<file path="src/rtl/reorder_buffer.sv">
// reorder_buffer: in-order retirement buffer fed by the rename stage.
// Entries are allocated at the tail, marked done by execution units via tag,
// and retired one per cycle from the head. The retire_* outputs are
// registered and hand the displaced physical register back to the free list.
module reorder_buffer #(
  parameter int DEPTH  = 16,
  parameter int TAG_W  = 4,
  parameter int PREG_W = 6,
  parameter int AREG_W = 5
) (
  input  logic              clk,
  input  logic              reset_n,
  input  logic              flush,

  input  logic              alloc_valid,
  input  logic [AREG_W-1:0] alloc_arch_rd,
  input  logic [PREG_W-1:0] alloc_phys_rd,
  input  logic [PREG_W-1:0] alloc_old_phys_rd,
  input  logic              alloc_reg_write,
  output logic              alloc_ready,
  output logic [TAG_W-1:0]  alloc_tag,

  input  logic              complete_valid,
  input  logic [TAG_W-1:0]  complete_tag,

  output logic              retire_valid,
  output logic              retire_reg_write,
  output logic [AREG_W-1:0] retire_arch_rd,
  output logic [PREG_W-1:0] retire_phys_rd,
  output logic [PREG_W-1:0] retire_phys_reg,

  output logic              full,
  output logic              empty,
  output logic [TAG_W:0]    count
);

  localparam logic [TAG_W:0]   COUNT_FULL = (TAG_W+1)'(DEPTH);
  localparam logic [TAG_W-1:0] PTR_ONE    = TAG_W'(1);

  // Per-entry control state (reset) and payload (not reset).
  logic [DEPTH-1:0]  valid_q, valid_d;
  logic [DEPTH-1:0]  done_q, done_d;
  logic [DEPTH-1:0]  reg_write_q, reg_write_d;
  logic [AREG_W-1:0] arch_rd_q     [DEPTH];
  logic [AREG_W-1:0] arch_rd_d     [DEPTH];
  logic [PREG_W-1:0] phys_rd_q     [DEPTH];
  logic [PREG_W-1:0] phys_rd_d     [DEPTH];
  logic [PREG_W-1:0] old_phys_rd_q [DEPTH];
  logic [PREG_W-1:0] old_phys_rd_d [DEPTH];

  // Pointers and occupancy.
  logic [TAG_W-1:0]  head_q, head_d;
  logic [TAG_W-1:0]  tail_q, tail_d;
  logic [TAG_W:0]    count_q, count_d;

  // Registered retire port.
  logic              ret_valid_q, ret_valid_d;
  logic              ret_reg_write_q, ret_reg_write_d;
  logic [AREG_W-1:0] ret_arch_rd_q, ret_arch_rd_d;
  logic [PREG_W-1:0] ret_phys_rd_q, ret_phys_rd_d;
  logic [PREG_W-1:0] ret_old_phys_q, ret_old_phys_d;

  logic              full_w;
  logic              alloc_fire;
  logic              retire_fire;
  logic              complete_hit;

  // Status flags derive from count so head == tail is never ambiguous.
  always_comb begin
    full_w       = (count_q == COUNT_FULL);
    alloc_fire   = alloc_valid && !full_w;
    retire_fire  = valid_q[head_q] && done_q[head_q];
    complete_hit = complete_valid && valid_q[complete_tag];
  end

  assign full         = full_w;
  assign empty        = (count_q == '0);
  assign count        = count_q;
  assign alloc_ready  = !full_w;
  assign alloc_tag    = tail_q;

  assign retire_valid     = ret_valid_q;
  assign retire_reg_write = ret_reg_write_q;
  assign retire_arch_rd   = ret_arch_rd_q;
  assign retire_phys_rd   = ret_phys_rd_q;
  assign retire_phys_reg  = ret_old_phys_q;

  // Control next-state: flush wins over alloc, complete and retire.
  always_comb begin
    valid_d         = valid_q;
    done_d          = done_q;
    head_d          = head_q;
    tail_d          = tail_q;
    count_d         = count_q;
    ret_valid_d     = 1'b0;
    ret_reg_write_d = ret_reg_write_q;
    ret_arch_rd_d   = ret_arch_rd_q;
    ret_phys_rd_d   = ret_phys_rd_q;
    ret_old_phys_d  = ret_old_phys_q;

    if (flush) begin
      valid_d = '0;
      done_d  = '0;
      head_d  = '0;
      tail_d  = '0;
      count_d = '0;
    end else begin
      // Retire decision uses the pre-edge done bit, so a completion of the
      // head only becomes visible at retire one edge later.
      if (complete_hit) begin
        done_d[complete_tag] = 1'b1;
      end
      if (retire_fire) begin
        valid_d[head_q] = 1'b0;
        done_d[head_q]  = 1'b0;
        head_d          = head_q + PTR_ONE;
        ret_valid_d     = 1'b1;
        ret_reg_write_d = reg_write_q[head_q];
        ret_arch_rd_d   = arch_rd_q[head_q];
        ret_phys_rd_d   = phys_rd_q[head_q];
        ret_old_phys_d  = old_phys_rd_q[head_q];
      end
      // The tail slot is always invalid when allocation fires, so it never
      // collides with the head being retired or with a completion.
      if (alloc_fire) begin
        valid_d[tail_q] = 1'b1;
        done_d[tail_q]  = 1'b0;
        tail_d          = tail_q + PTR_ONE;
      end
      count_d = count_q + {{TAG_W{1'b0}}, alloc_fire}
                        - {{TAG_W{1'b0}}, retire_fire};
    end
  end

  // Payload next-state: written only at the tail on an accepted allocation.
  always_comb begin
    reg_write_d   = reg_write_q;
    arch_rd_d     = arch_rd_q;
    phys_rd_d     = phys_rd_q;
    old_phys_rd_d = old_phys_rd_q;
    if (alloc_fire && !flush) begin
      reg_write_d[tail_q]   = alloc_reg_write;
      arch_rd_d[tail_q]     = alloc_arch_rd;
      phys_rd_d[tail_q]     = alloc_phys_rd;
      old_phys_rd_d[tail_q] = alloc_old_phys_rd;
    end
  end

  // Control and retire-port registers with asynchronous clear.
  always_ff @(posedge clk or negedge reset_n) begin
    if (!reset_n) begin
      valid_q         <= '0;
      done_q          <= '0;
      head_q          <= '0;
      tail_q          <= '0;
      count_q         <= '0;
      ret_valid_q     <= 1'b0;
      ret_reg_write_q <= 1'b0;
      ret_arch_rd_q   <= '0;
      ret_phys_rd_q   <= '0;
      ret_old_phys_q  <= '0;
    end else begin
      valid_q         <= valid_d;
      done_q          <= done_d;
      head_q          <= head_d;
      tail_q          <= tail_d;
      count_q         <= count_d;
      ret_valid_q     <= ret_valid_d;
      ret_reg_write_q <= ret_reg_write_d;
      ret_arch_rd_q   <= ret_arch_rd_d;
      ret_phys_rd_q   <= ret_phys_rd_d;
      ret_old_phys_q  <= ret_old_phys_d;
    end
  end

  // Entry payload storage; qualified by valid_q, so it needs no reset.
  always_ff @(posedge clk) begin
    reg_write_q   <= reg_write_d;
    arch_rd_q     <= arch_rd_d;
    phys_rd_q     <= phys_rd_d;
    old_phys_rd_q <= old_phys_rd_d;
  end

endmodule

</file>
<file path="config.mk">
export PLATFORM = sky130hd
export DESIGN_NAME = reorder_buffer
export DESIGN_NICKNAME = d
export VERILOG_FILES = /design/src/rtl/reorder_buffer.sv
export SDC_FILE = /design/constraint.sdc
export NUM_CORES = 1
export LEC_CHECK = 0
export CORE_MARGIN = 5
export CORE_UTILIZATION = 35
export CTS_CLUSTER_DIAMETER = 100
export DETAILED_ROUTE_END_ITERATION = 16
export DONT_BUFFER_PORTS = 1
export SKIP_LAST_GASP = 1
export SYNTH_ARGS = -nofsm -noshare
export SYNTH_HDL_FRONTEND = slang
export SYNTH_SLANG_ARGS = --single-unit
</file>
<file path="constraint.sdc">
create_clock -name clk -period 4 [get_ports clk]
set_input_delay 0.4 -clock clk [delete_from_list [all_inputs] [get_ports clk]]
set_output_delay 0.4 -clock clk [all_outputs]
set_load 0.02 [all_outputs]
</file>
Word level (Yosys, flattened, before mapping) --
Index checks and enable logic that the tools add are counted.
Word-level totals: flip-flop bits (word level) 352, latch bits 0, RAM bits 0, ROM bits 0, bits of input ports 27, output and inout port bits 31, logic and storage cells 145, memories kept 0
Cells by class: add/subtract/negate cells 4, multipliers 0, divide/modulo/power cells 0, $lt $le $gt $ge 9, equality and inequality tests 1, shift-type cells 0, multiplexer cells 48, bitwise operators 10, reduce and logical (&&, ||, !) cells 14
Operators by type and width (number):
- bitwise mux 96 bit | 2
- 2-to-1 mux 16 bit | 10
- bitwise mux 80 bit | 1
- bitwise AND 16 bit | 3
- binary-select mux 6 bit (select 4 bit) | 2
- inverter 16 bit | 2
- bitwise OR 16 bit | 2
- 2-to-1 mux 6 bit | 5
- demux 6 bit (select 4 bit) | 1
- binary-select mux 5 bit (select 4 bit) | 1
- demux 5 bit (select 4 bit) | 1
- 2-to-1 mux 5 bit | 4
- binary-select mux 1 bit (select 4 bit) | 4
- bitwise mux 16 bit | 1
- 2-to-1 mux 4 bit | 4
- less-than comparator 4 x 5 -> 1 bit (second input constant) | 3
- demux 1 bit (select 4 bit) | 3
- greater-or-equal comparator 4 x 1 -> 1 bit (second input constant) | 3
- greater-or-equal comparator 5 bit (second input constant) | 2
- inverter 4 -> 5 bit | 2
- 2-to-1 mux 1 bit | 9
- adder 4 x 1 -> 4 bit (second input constant) | 2
- logical AND 1 bit | 8
- adder 5 x 1 -> 5 bit | 1
- 8 further kinds | 10

Longest topological paths before layout --
word-level depth 13, gate-level depth with buffers 15, mapped depth without buffers 14

Worst setup path before layout --
No wires, ideal clock.
kind reg-to-reg, start point register count_q[2] (netlist: count[2]), end point register count_q[4] (netlist: count[4]), setup time 132 ps, arrival 2813 ps, required time 3868 ps, slack 1055 ps, stages on the path, launching flop included 16, buffers on the path 1, period minus slack after synthesis 2945 ps, path through dfrtp_1 inv_1 ha_1 nand4bb_1 and2_1 clkbuf_1 inv_1 ha_1 inv_1 ha_1 fa_1 a21oi_1 nor2_1 nor2_1 xnor2_1 nor2_1
On the way: word-level cells in the longest chain between the ends 6
RTL lines:
- start: declaration | RTL line 54 | logic [TAG_W:0] count_q, count_d;
- start signal: assignment | RTL line 167 | count_q <= count_d;
- == test 5 bit | RTL line 70 | full_w = (count_q == COUNT_FULL);
- zero test 1 bit
- named net alloc_ready | RTL line 20 | output logic alloc_ready,
- logical AND 1 bit | RTL line 71 | alloc_fire = alloc_valid && !full_w;
- adder 5 x 1 -> 5 bit | RTL line 130 | count_d = count_q + {{TAG_W{1'b0}}, alloc_fire}
- subtractor 5 x 1 -> 5 bit | RTL line 131 | - {{TAG_W{1'b0}}, retire_fire};
- 2-to-1 mux 5 bit | RTL line 101 | if (flush) begin
- named net count_d[4] | RTL line 54
The timed path passes the listed nets, and every way through them passes these cells. A chain may end at the register's enable or synchronous reset.

Worst setup path in the final report --
start point register head_q[2], end point register count_q[4] (netlist: count[4])
On the way: word-level cells in the longest chain between the ends 5, elaborated cells on any way between the ends 7, those cells by class add/sub (1); mux (5); reduce/logical (1)
RTL lines:
- start: declaration | RTL line 52 | logic [TAG_W-1:0] head_q, head_d;
- start signal: assignment | RTL line 154 | head_q <= '0;
- start signal: assignment | RTL line 165 | head_q <= head_d;
- binary-select mux 1 bit (select 4 bit) | RTL line 72 | retire_fire = valid_q[head_q] && done_q[head_q];
- 2-to-1 mux 1 bit (not written as such) | RTL line 72
- logical AND 1 bit * | RTL line 72
- subtractor 5 x 1 -> 5 bit * | RTL line 131
- 2-to-1 mux 5 bit * | RTL line 101
- named net count_d[4] | RTL line 54
The timed path passes the listed nets; every way through them passes the cells marked *. The select of a mux whose other input is x is not followed.

==> reports/results.ini <==
[detailed_routing]
drt_iter0_markers = 752
ant_nets = 0
routed_wl_mm = 33.5
route.detailed.drc = 0
routed_via_density = 5.33
drt-pass1-iter-count = 4
vias = 7173
wl_per_cell_um = 24.9

[placed_design]
post-dp-hpwl_mm = 19.6
routabilityCongestion = 0.837
dpl-instance-area_mm2 = 0.0151
io_buffer_count = 0

[synth]
synth_common_cells = edfxtp_1, mux4_2, dfrtp_1
synthesis.area_mm2 = 0.0143
postSynth.asyncResetShare = 0.182
syn_inst = 729
yosysMostFrequentCell = edfxtp_1
synth_warnings = 0
synth_cell_types = 50
synth-seq-cells = 352
yosysTopAreaCell = edfxtp_1
syn_nets = 771
synth_top_area_frac = 0.604
avgSynthCellArea_um2 = 19.6
synthFlopType = edfxtp_1
ys_seq_area_frac = 0.716
synthTopCellsByArea = edfxtp_1, mux4_2, dfrtp_1
synth_edf_count = 288

[worst_setup_path]
arrival_ns = 3.73
cp.required_ns = 4.44
cpMostUsedCell = nor2_1
endpoint_kind = register
crit_path_max_fanout = 25
critical_path_class = reg -> reg
startpoint_type = register
slowest_delay_ns = 0.45
crit_chain = inv_2 -> buf_4 -> mux4_2 -> a22oi_2 -> and2_1 -> ha_1 -> inv_1 -> ha_1 -> fa_1 -> a21oi_1 -> nor2_1 -> nor2_1 -> xnor2_1 -> nor2_1
critPathSlowestCell = buf_4

[clocking]
htree_levels = 2
cts_setup_buffers = 0
cts_made_buffers = 39
cts_buffer_depth = 3
path_clk_slew_ns = 0.06
cts_tree = built
postCtsHoldBufs = 22
cts_sinks = 352
clock_latency_ns = 0.56
ctsResizeCount = 0
cts_root_buffer = clkbuf_16

[die]
start_util = 0.352
dieWidth_um = 212
ios = 58
die_area_mm2 = 0.0450
rows = 74
core_area_mm2 = 0.0406
die_h_um = 212

[global_routing]
grt_pass1_wl_mm = 50.2
grtUsageMet3 = 0.0322
grt_antenna_before_repair = 1
grtUsageMet2 = 0.236
grt_use_total = 0.151
grt_pass1_vias = 7456
grt_overflow_total = 0
top_usage_layer = met2
grt_max_degree = 75
met1_usage = 0.219

[run]
max-cap-violations = 0

[timing]
setup_viol = 0
worstMarginPinSlew_ns = 1.15
fin_tns_setup_ns = 0
slew_headroom = 0.235
finalCritPeriodShare = 0.823
skew_ns = 0.0158
fmax_ghz = 0.304
whs_ns = 0.0497
final-hold-violation-count = 0
rsz0062_at_grt = false
finalMaxSlewViolations = 0
min_period_ns = 3.29

[min_path]
min_path_type = in -> reg

[outcome]
status = completed

[pwr]
leakagePower_nw = 5.49
total_power_mw = 8.71
peakVddDrop_v = 0.000254
p_per_area_mw_per_mm2 = 525

[layout]
top_regs = old_phys_rd_q (96), phys_rd_q (96), arch_rd_q (80)
final_area_mm2 = 0.0166
drive_gt1_frac = 0.289
area_delta_synth_final_pct = 15.9
postLayoutCoreUtil = 0.408
nets = 825
diodes = 0

-- metal layers --
layer | share of wire | up-vias
li1 | - | 3063
met1 | 0.45 | 3868
met2 | 0.48 | 202
met3 | 0.057 | 38
met4 | 0.015 | 2
met5 | 0.00021 | -
-- power by group --
part	switching, mW	internal [mW]
Sequential	0.276	4.14
Combinational	0.421	0.413
Clock	1.49	1.97
Total	2.18	6.52
-- critical path, delay by kind of cell (launching register included) --
family,cells,cell delay [ns]
compound gates,2,0.46
xor+xnor,1,0.13
fa+ha+maj,3,0.75
buf+inv,3,0.57
flops,1,0.42
mux,1,0.39
simple gates,4,0.43
-- final timing paths --
| kind | slack [ns] | to | cells past startpoint | startpoint |
|---|---|---|---|---|
| hold / removal | 0.05 | done_q[0] | 2 | flush |
| setup reg to reg | 0.71 | count[4] | 14 | head_q[2] |
| hold reg to reg | 0.54 | valid_q[1] | 1 | valid_q[1] |
| setup / recovery | 0.71 | count[4] | 14 | head_q[2] |
| min in group asynchronous | 0.40 | retire_arch_rd[0] | 2 | reset_n |
| max in group asynchronous | 3.24 | head_q[0] | 2 | reset_n |
-- logic make-up after synthesis --
group	Yosys count	share of synthesized area
adder cells (fa/ha/maj)	15	0.0136
flip-flops	352	0.716
AO/OA/AOI/OAI	66	0.0366
XOR/XNOR	7	0.00428
buffers and inverters	53	0.0162
multiplexers	116	0.171
AND/OR/NAND/NOR	120	0.0421
-- final cells by class --
type	count	area, um2
tap	532	666
clock inverter	20	193
clock buffer	51	1060
timing repair buffer	49	475
inverter	17	66.3
multi-input combinational	324	3870
fill	3555	24100
sequential	352	10300
-- through the flow --
step                setup WS (ns)  std cells
floorplan                    1.06        729
global placement            0.760       1252
detailed placement          0.696       1252
CTS                         0.659       1345
global route                0.460       1345
finish                      0.709       1345
-- layout by cell type (no fill, tap or decap), types with 11 or more instances in the layout --
| cell | synthesis | routed |
|---|---|---|
| dfrtp_1 | 64 | 62 |
| buf_4 | 1 | 25 |
| nor2_2 | 0 | 16 |
| ha_1 | 14 | 14 |
| dlygate4sd3_1 | 0 | 20 |
| clkbuf_16 | 0 | 39 |
| inv_1 | 15 | 15 |
| and2_1 | 11 | 11 |
| a21oi_1 | 24 | 24 |
| mux4_2 | 98 | 98 |
| nor2_1 | 47 | 31 |
| edfxtp_1 | 288 | 288 |
| nand2_1 | 18 | 18 |
Note: power is estimated with default switching activity, not from simulation.
